### src/rtl/uart_arb_pkg.sv
// uart_arb_pkg: shared types and constants for the UART transmit arbiter.
package uart_arb_pkg;
  typedef enum logic {ARB_IDLE, ARB_XFER} arb_state_t;
  localparam int UART_BYTE_W = 8;
  function automatic int id_width(input int n);
    return (n > 1) ? $clog2(n) : 1;
  endfunction
endpackage

### src/rtl/uart_tx_arbiter_rr_picker.sv
// rr_picker: rotate-priority encoder; the first request after ptr (wrapping) wins.
module rr_picker import uart_arb_pkg::*; #(
  parameter int N = 4,
  parameter int W = id_width(N)
) (
  input  logic [N-1:0] req,
  input  logic [W-1:0] ptr,
  output logic [W-1:0] idx,
  output logic         any_req
);
  always_comb begin
    idx = '0;
    for (int k = N; k >= 1; k--)
      if (req[(int'(ptr) + k) % N]) idx = W'((int'(ptr) + k) % N);
  end
  assign any_req = |req;
endmodule

### src/rtl/uart_tx_arbiter.sv
// uart_tx_arbiter: packet-granular round-robin sharing of one UART byte port.
// Define UART_ARB_PRIO0_EN to make requester 0 win every arbitration it joins.
module uart_tx_arbiter import uart_arb_pkg::*; #(
  parameter int NUM_REQ   = 4,
  parameter int MAX_BURST = 16,
  parameter int ID_W      = id_width(NUM_REQ)
) (
  input  logic                           clk,
  input  logic                           rst,
  input  logic [NUM_REQ-1:0]             req_valid,
  input  logic [NUM_REQ*UART_BYTE_W-1:0] req_data,
  input  logic [NUM_REQ-1:0]             req_last,
  output logic [NUM_REQ-1:0]             req_ready,
  output logic                           tx_valid,
  output logic [UART_BYTE_W-1:0]         tx_data,
  input  logic                           tx_ready,
  output logic [ID_W-1:0]                grant_id,
  output logic                           busy,
  output logic                           burst_done
);
  localparam int BW = $clog2(MAX_BURST + 1);
  arb_state_t state, state_nx;
  logic [ID_W-1:0] rr_ptr, rr_idx, pick_id;
  logic [BW-1:0] beat_cnt;
  logic any_req, xfer, grant_end;

  rr_picker #(.N(NUM_REQ), .W(ID_W)) u_pick (
    .req(req_valid), .ptr(rr_ptr), .idx(rr_idx), .any_req(any_req)
  );

`ifdef UART_ARB_PRIO0_EN
  assign pick_id = req_valid[0] ? '0 : rr_idx;
`else
  assign pick_id = rr_idx;
`endif

  assign busy      = state == ARB_XFER;
  assign tx_valid  = busy && req_valid[grant_id];
  assign tx_data   = req_data[grant_id*UART_BYTE_W +: UART_BYTE_W];
  assign req_ready = busy ? NUM_REQ'(tx_ready) << grant_id : '0;
  assign xfer      = tx_valid && tx_ready;
  // A packet end and the burst limit on the same byte collapse into one end event.
  assign grant_end = xfer && (req_last[grant_id] || beat_cnt == BW'(MAX_BURST - 1));

  always_comb begin
    state_nx = state;
    state_nx = busy ? (grant_end ? ARB_IDLE : ARB_XFER) : (any_req ? ARB_XFER : ARB_IDLE);
  end

  always_ff @(posedge clk or posedge rst)
    if (rst) begin
      state      <= ARB_IDLE;
      rr_ptr     <= ID_W'(NUM_REQ - 1);
      grant_id   <= '0;
      beat_cnt   <= '0;
      burst_done <= 1'b0;
    end else begin
      state      <= state_nx;
      burst_done <= grant_end;
      if (!busy && any_req) begin
        grant_id <= pick_id;
        beat_cnt <= '0;
      end else if (xfer) beat_cnt <= beat_cnt + 1'b1;
      if (grant_end) rr_ptr <= grant_id;
    end
endmodule

### config.mk
export PLATFORM = sky130hd
export DESIGN_NAME = uart_tx_arbiter
export DESIGN_NICKNAME = d
export VERILOG_FILES = /design/src/rtl/uart_arb_pkg.sv /design/src/rtl/uart_tx_arbiter_rr_picker.sv /design/src/rtl/uart_tx_arbiter.sv
export SDC_FILE = /design/constraint.sdc
export NUM_CORES = 1
export LEC_CHECK = 0
export CORE_UTILIZATION = 35
export CTS_CLUSTER_DIAMETER = 120
export DETAILED_ROUTE_END_ITERATION = 6
export GPL_TIMING_DRIVEN = 0
export PLACE_DENSITY = 0.8
export RECOVER_POWER = 50
export SLEW_MARGIN = 10
export SYNTH_ARGS = -nofsm -noshare
export SYNTH_HDL_FRONTEND = slang
export SYNTH_SLANG_ARGS = --single-unit
### constraint.sdc
create_clock -name clk -period 2.05 [get_ports clk]
set_clock_uncertainty 0.2 [all_clocks]
set_input_delay 0.41 -clock clk [delete_from_list [all_inputs] [get_ports clk]]
set_output_delay 0.41 -clock clk [all_outputs]
set_load 0.005 [all_outputs]
Yosys cells after proc, flatten, opt, wreduce, memory -nomap -nowiden --
Index checks and enable logic that the tools add are counted.
Word-level totals: register bits after elaboration 11, bits of input ports 43, word-level logic and storage cells 60
Operators by class: add/sub/neg operators 5, order comparisons 5, equal/unequal tests 1, shift operators 2, mux-type cells 26, bitwise operators 4, reductions and logical operators 12
Operators with widths (count):
- 32-bit by 6-bit variable part select with 8-bit output | 1
- 3-bit by 4-bit less-than comparator with 1-bit output (second input constant) | 4
- 1-bit 2-to-1 mux | 13
- 1-bit binary-select mux with 2-bit select | 6
- 5-bit 2-to-1 mux | 2
- 2-bit 2-to-1 mux | 4
- 2-bit OR reduction | 4
- 5-bit by 1-bit adder with 5-bit output (second input constant) | 1
- 5-bit by 4-bit == test with 1-bit output (second input constant) | 1
- 2-bit by 1-bit adder with 2-bit output (second input constant) | 2
- 2-bit adder (second input constant) | 2
- 1-bit AND (first input constant) | 4
- 1-bit logical AND | 4
- 4-bit 2-to-1 mux | 1
- 4-bit OR reduction | 1
- 1-bit by 2-bit left shift with 4-bit output | 1
- 2-bit by 3-bit less-than comparator with 1-bit output (second input constant) | 1
- 2-bit nonzero test | 1
- 1-bit zero test | 1
- 1-bit logical OR | 1

Logic depth before layout (Yosys ltp) --
word-level depth 10, mapped depth 6, depth with buffers taken out 6

Hierarchy --
Synthesis repeated with hierarchy kept, for this count alone.
Unflattened totals: cell total of the unflattened synthesis 78, area, all modules 910.9 um2
Modules (own cells, without submodules):
- uart_tx_arbiter | instances 1, cells each 64, area each 819.5 um2
- rr_picker | instances 1, cells each 14, area each 91.3 um2

Worst setup path before layout --
Ideal clock, no wire load.
path kind register to output, start point register grant_id[0], end point output tx_data[0], arrival time 1.319 ns, required time 1.440 ns, setup slack 0.121 ns, cell stages (with the launch flop) 4, path buffers 2, cells stage by stage dfrtp_1 -> buf_2 -> buf_2 -> mux4_2
On the way: longest elaborated chain between the ends 1
RTL lines:
- from (decl) | RTL line uart_tx_arbiter.sv:17 | output logic [ID_W-1:0] grant_id,
- from (signal assigned) | RTL line uart_tx_arbiter.sv:61 | grant_id <= pick_id;
- 32-bit by 6-bit variable part select with 8-bit output | RTL line uart_tx_arbiter.sv:39 | assign tx_data = req_data[grant_id*UART_BYTE_W +: UART_BYTE_W];
- to (decl) | RTL line uart_tx_arbiter.sv:15 | output logic [UART_BYTE_W-1:0] tx_data,
Every way passes these cells.

Worst setup path in the final report --
start point register grant_id[0], end point output tx_data[4]
Same word-level chain as after synthesis.

==> impl_metrics.env <==
export IMPL_arrival_ps=1520
export IMPL_cts_path_max_buffers=2
export IMPL_seqCellArea_sq_um=278
export IMPL_seq_area_frac_synth=0.313
export IMPL_dpl_cell_count=166
export IMPL_cp_cell_sequence="buf_6, buf_12, mux4_2, buf_2"
export IMPL_std_cell_rows=17
export IMPL_hold_depth=1
export IMPL_clk_pin_slew_worst_paths_ps=70
export IMPL_rsz0062_at_grt="yes"
export IMPL_tightest_slew_ps=839
export IMPL_total_leakage_power_uw=0.000738
export IMPL_drt_iter0_drc=9
export IMPL_port_buffer_count=59
export IMPL_clock_fmax_mhz=470
export IMPL_seq_power_share=0.210
export IMPL_ys_seq_elements=11
export IMPL_grt_pass1_vias=904
export IMPL_slew_viol_final=0
export IMPL_crit_reg2reg_capture="rr_ptr[0]"
export IMPL_cpPeakStageDelay_ps=490
export IMPL_hold_viol=0
export IMPL_vias=950
export IMPL_r2r_setup_slack_ps=50
export IMPL_synthDistinctLibCells=31
export IMPL_yosys_warnings=0
export IMPL_hold_path_end="beat_cnt[3]"
export IMPL_postLayoutSetupSlackWorst_ps=-76.2
export IMPL_final_common_cell="clkdlybuf4s50_1"
export IMPL_syn_area_sq_um=887
export IMPL_drv_cap=0
export IMPL_p_comb_frac=0.708
export IMPL_layout_drive_gt1_share=0.333
export IMPL_hold_path_startpoint="beat_cnt[3]"
export IMPL_drt_total_wl_um=2910
export IMPL_nets=199
export IMPL_die_h_um=52.3
export IMPL_stdcell_count=181
export IMPL_start_util=0.386
export IMPL_final_cell_mix="clkdlybuf4s50_1, buf_2, dfrtp_1"
export IMPL_coreArea_sq_mm=0.00230
export IMPL_fill_cells=178
export IMPL_gr_total_overflow=0
export IMPL_fin_util=0.714
export IMPL_peakVddDrop_mv=0.735
export IMPL_die_width_um=52.3
export IMPL_clock_latency_ps=270
export IMPL_worstPathRequired_ps=1440
export IMPL_power_switching_uw=634
export IMPL_clockPowerShare=0.082
export IMPL_cts_tree="done"
export IMPL_ios=60
export IMPL_drc_errors=0
export IMPL_dieArea_sq_mm=0.00274
export IMPL_grt_pass1_wl_um=4250
export IMPL_outcome="complete, but fails checks"
export IMPL_dr_pass1_iters=4
export IMPL_rr_worst_depth=7
export IMPL_gp_congestion=0.703
export IMPL_cts_buffers=3
export IMPL_p_per_area_mw_per_mm2=1080
export IMPL_fin_crit_sh=1.04
export IMPL_final_antenna_net_count=0
export IMPL_dpl_hpwl_um=2080
export IMPL_reg2reg_from="grant_id[0]"
export IMPL_power_uw=1770
export IMPL_critical_path_max_fanout=8
export IMPL_violations="setup timing"
export IMPL_grt_antenna_before_repair=0
export IMPL_cp_slowest_cell="mux4_2"
export IMPL_syn_inst=79
export IMPL_path_class="reg2out"
export IMPL_numClockSinks=11
export IMPL_setup_violations=9
export IMPL_via_per_inst=5.25
export IMPL_synth_avg_cell_area_sq_um=11.2
export IMPL_grt_max_degree=12
export IMPL_hold_buffers=0
export IMPL_area_delta_synth_final_pct=84.8
export IMPL_grt_usage=0.213
export IMPL_root_buffer="clkbuf_4"
export IMPL_fin_tns_setup_ps=-477
export IMPL_syn_nets=124
export IMPL_fin_crit_ps=2130
export IMPL_p_int_uw=1130
export IMPL_relSlewSlack=0.435
export IMPL_hold_class="reg2reg"
export IMPL_htree_levels=1
export IMPL_crit_path_end_kind="output pin"
export IMPL_crit_path_start_kind="flip-flop"
export IMPL_antenna_cells=0
export IMPL_preCtsSetupSlack_ps=-669
export IMPL_routedWlPerCell_um=16.1
export IMPL_multi_input_area_sq_um=583
export IMPL_swShare=0.359
==> power by group through the flow <==
stage / Sequential (uW) / Clock (uW) / Combinational (uW)
6_report: 370 / 146 / 1250
5_1_grt: 380 / 160 / 1350
4_1_cts: 366 / 150 / 1190
3_5_place_dp: 368 / 0 / 1090
3_3_place_gp: 365 / 0 / 1070
2_1_floorplan: 361 / 0 / 622
==> metal layers <==
metal / wire, um / share of wire / vias up / track usage
met5: 0 / 0 / - / 0
met4: 74 / 0.025 / 0 / 0.0965
met3: 307 / 0.11 / 6 / 0.0464
met2: 1380 / 0.47 / 47 / 0.350
met1: 1150 / 0.40 / 451 / 0.264
li1: - / - / 446 / -
==> repair_timing <==
| action | in CTS | in global routing |
|---|---|---|
| gates resized for setup | 62 | 10 |
| endpoints found under the setup margin | 15 | 15 |
| pin swaps | 2 | 4 |
| hold endpoints to repair | 0 | 0 |
| buffers inserted | 7 | 4 |
==> Yosys cell counts (all sizes together) <==
cell	count	area share
a211oi	1	0.0085
a21boi	1	0.0085
a21oi	4	0.023
a31oi	1	0.0071
and3	1	0.0071
buf	3	0.024
clkbuf	2	0.0085
dfrtp	9	0.25
dfstp	2	0.059
ha	2	0.028
inv	7	0.030
mux2	3	0.047
mux2i	7	0.079
mux4	8	0.20
nand2	8	0.034
nand2b	1	0.0071
nand3	1	0.0056
nand3b	2	0.017
nand4	1	0.0071
nor2	5	0.021
nor2b	1	0.0071
o21a	1	0.0085
o21ai	2	0.011
o22ai	2	0.030
o311ai	1	0.030
o31a	1	0.0099
o31ai	1	0.0085
o41ai	1	0.018
==> logic make-up (layout without fill, tap and decap cells) <==
logic type,after synthesis,after routing,share of synthesized area
muxes,18,18,0.329
and+or+nand+nor,20,20,0.106
adders and majority gates,2,2,0.0282
DFF,11,11,0.313
buffers and inverters,12,86,0.0621
AOI/OAI and AO/OA,16,16,0.162
==> state kept, by name (all words and copies together), names as in the netlist <==
signal	cells
grant_id	2
rr_ptr	2
burst_done	1
beat_cnt	5
busy	1
==> cell type report <==
cell class                      count  share of cell area
Clock buffer                        4              0.0160
Inverter                            7              0.0160
Buffer                              5              0.0366
Multi-Input combinational cell     56               0.356
Timing Repair Buffer               70               0.385
Tap cell                           28              0.0214
Sequential cell                    11               0.169
==> worst max-delay path, delay by kind of cell, from the launching register on <==
| family | cells | cell delay (ps) |
|---|---|---|
| mux | 1 | 490 |
| flops | 1 | 360 |
| buf+inv | 3 | 390 |
==> worst max-delay path by stage <==
stage / start / endpoint / slack, ps / cells past startpoint
finish: grant_id[0] / tx_data[4] / -80 / 4
global route: grant_id[1] / tx_valid / -120 / 5
CTS: grant_id[0] / tx_data[4] / -90 / 4
detailed placement: req_valid[0] / tx_valid / -670 / 5
global placement: req_valid[2] / tx_valid / -660 / 5
floorplan: grant_id[0] / tx_data[0] / 120 / 3
==> metrics by stage <==
step,area (sq um),hold slack (ps)
6_report,1640,289
4_1_cts,1610,230
5_1_grt,1640,302
3_5_place_dp,1510,278
2_1_floorplan,887,61.0
3_3_place_gp,1510,258
Note: power is estimated with default switching activity, not from simulation.
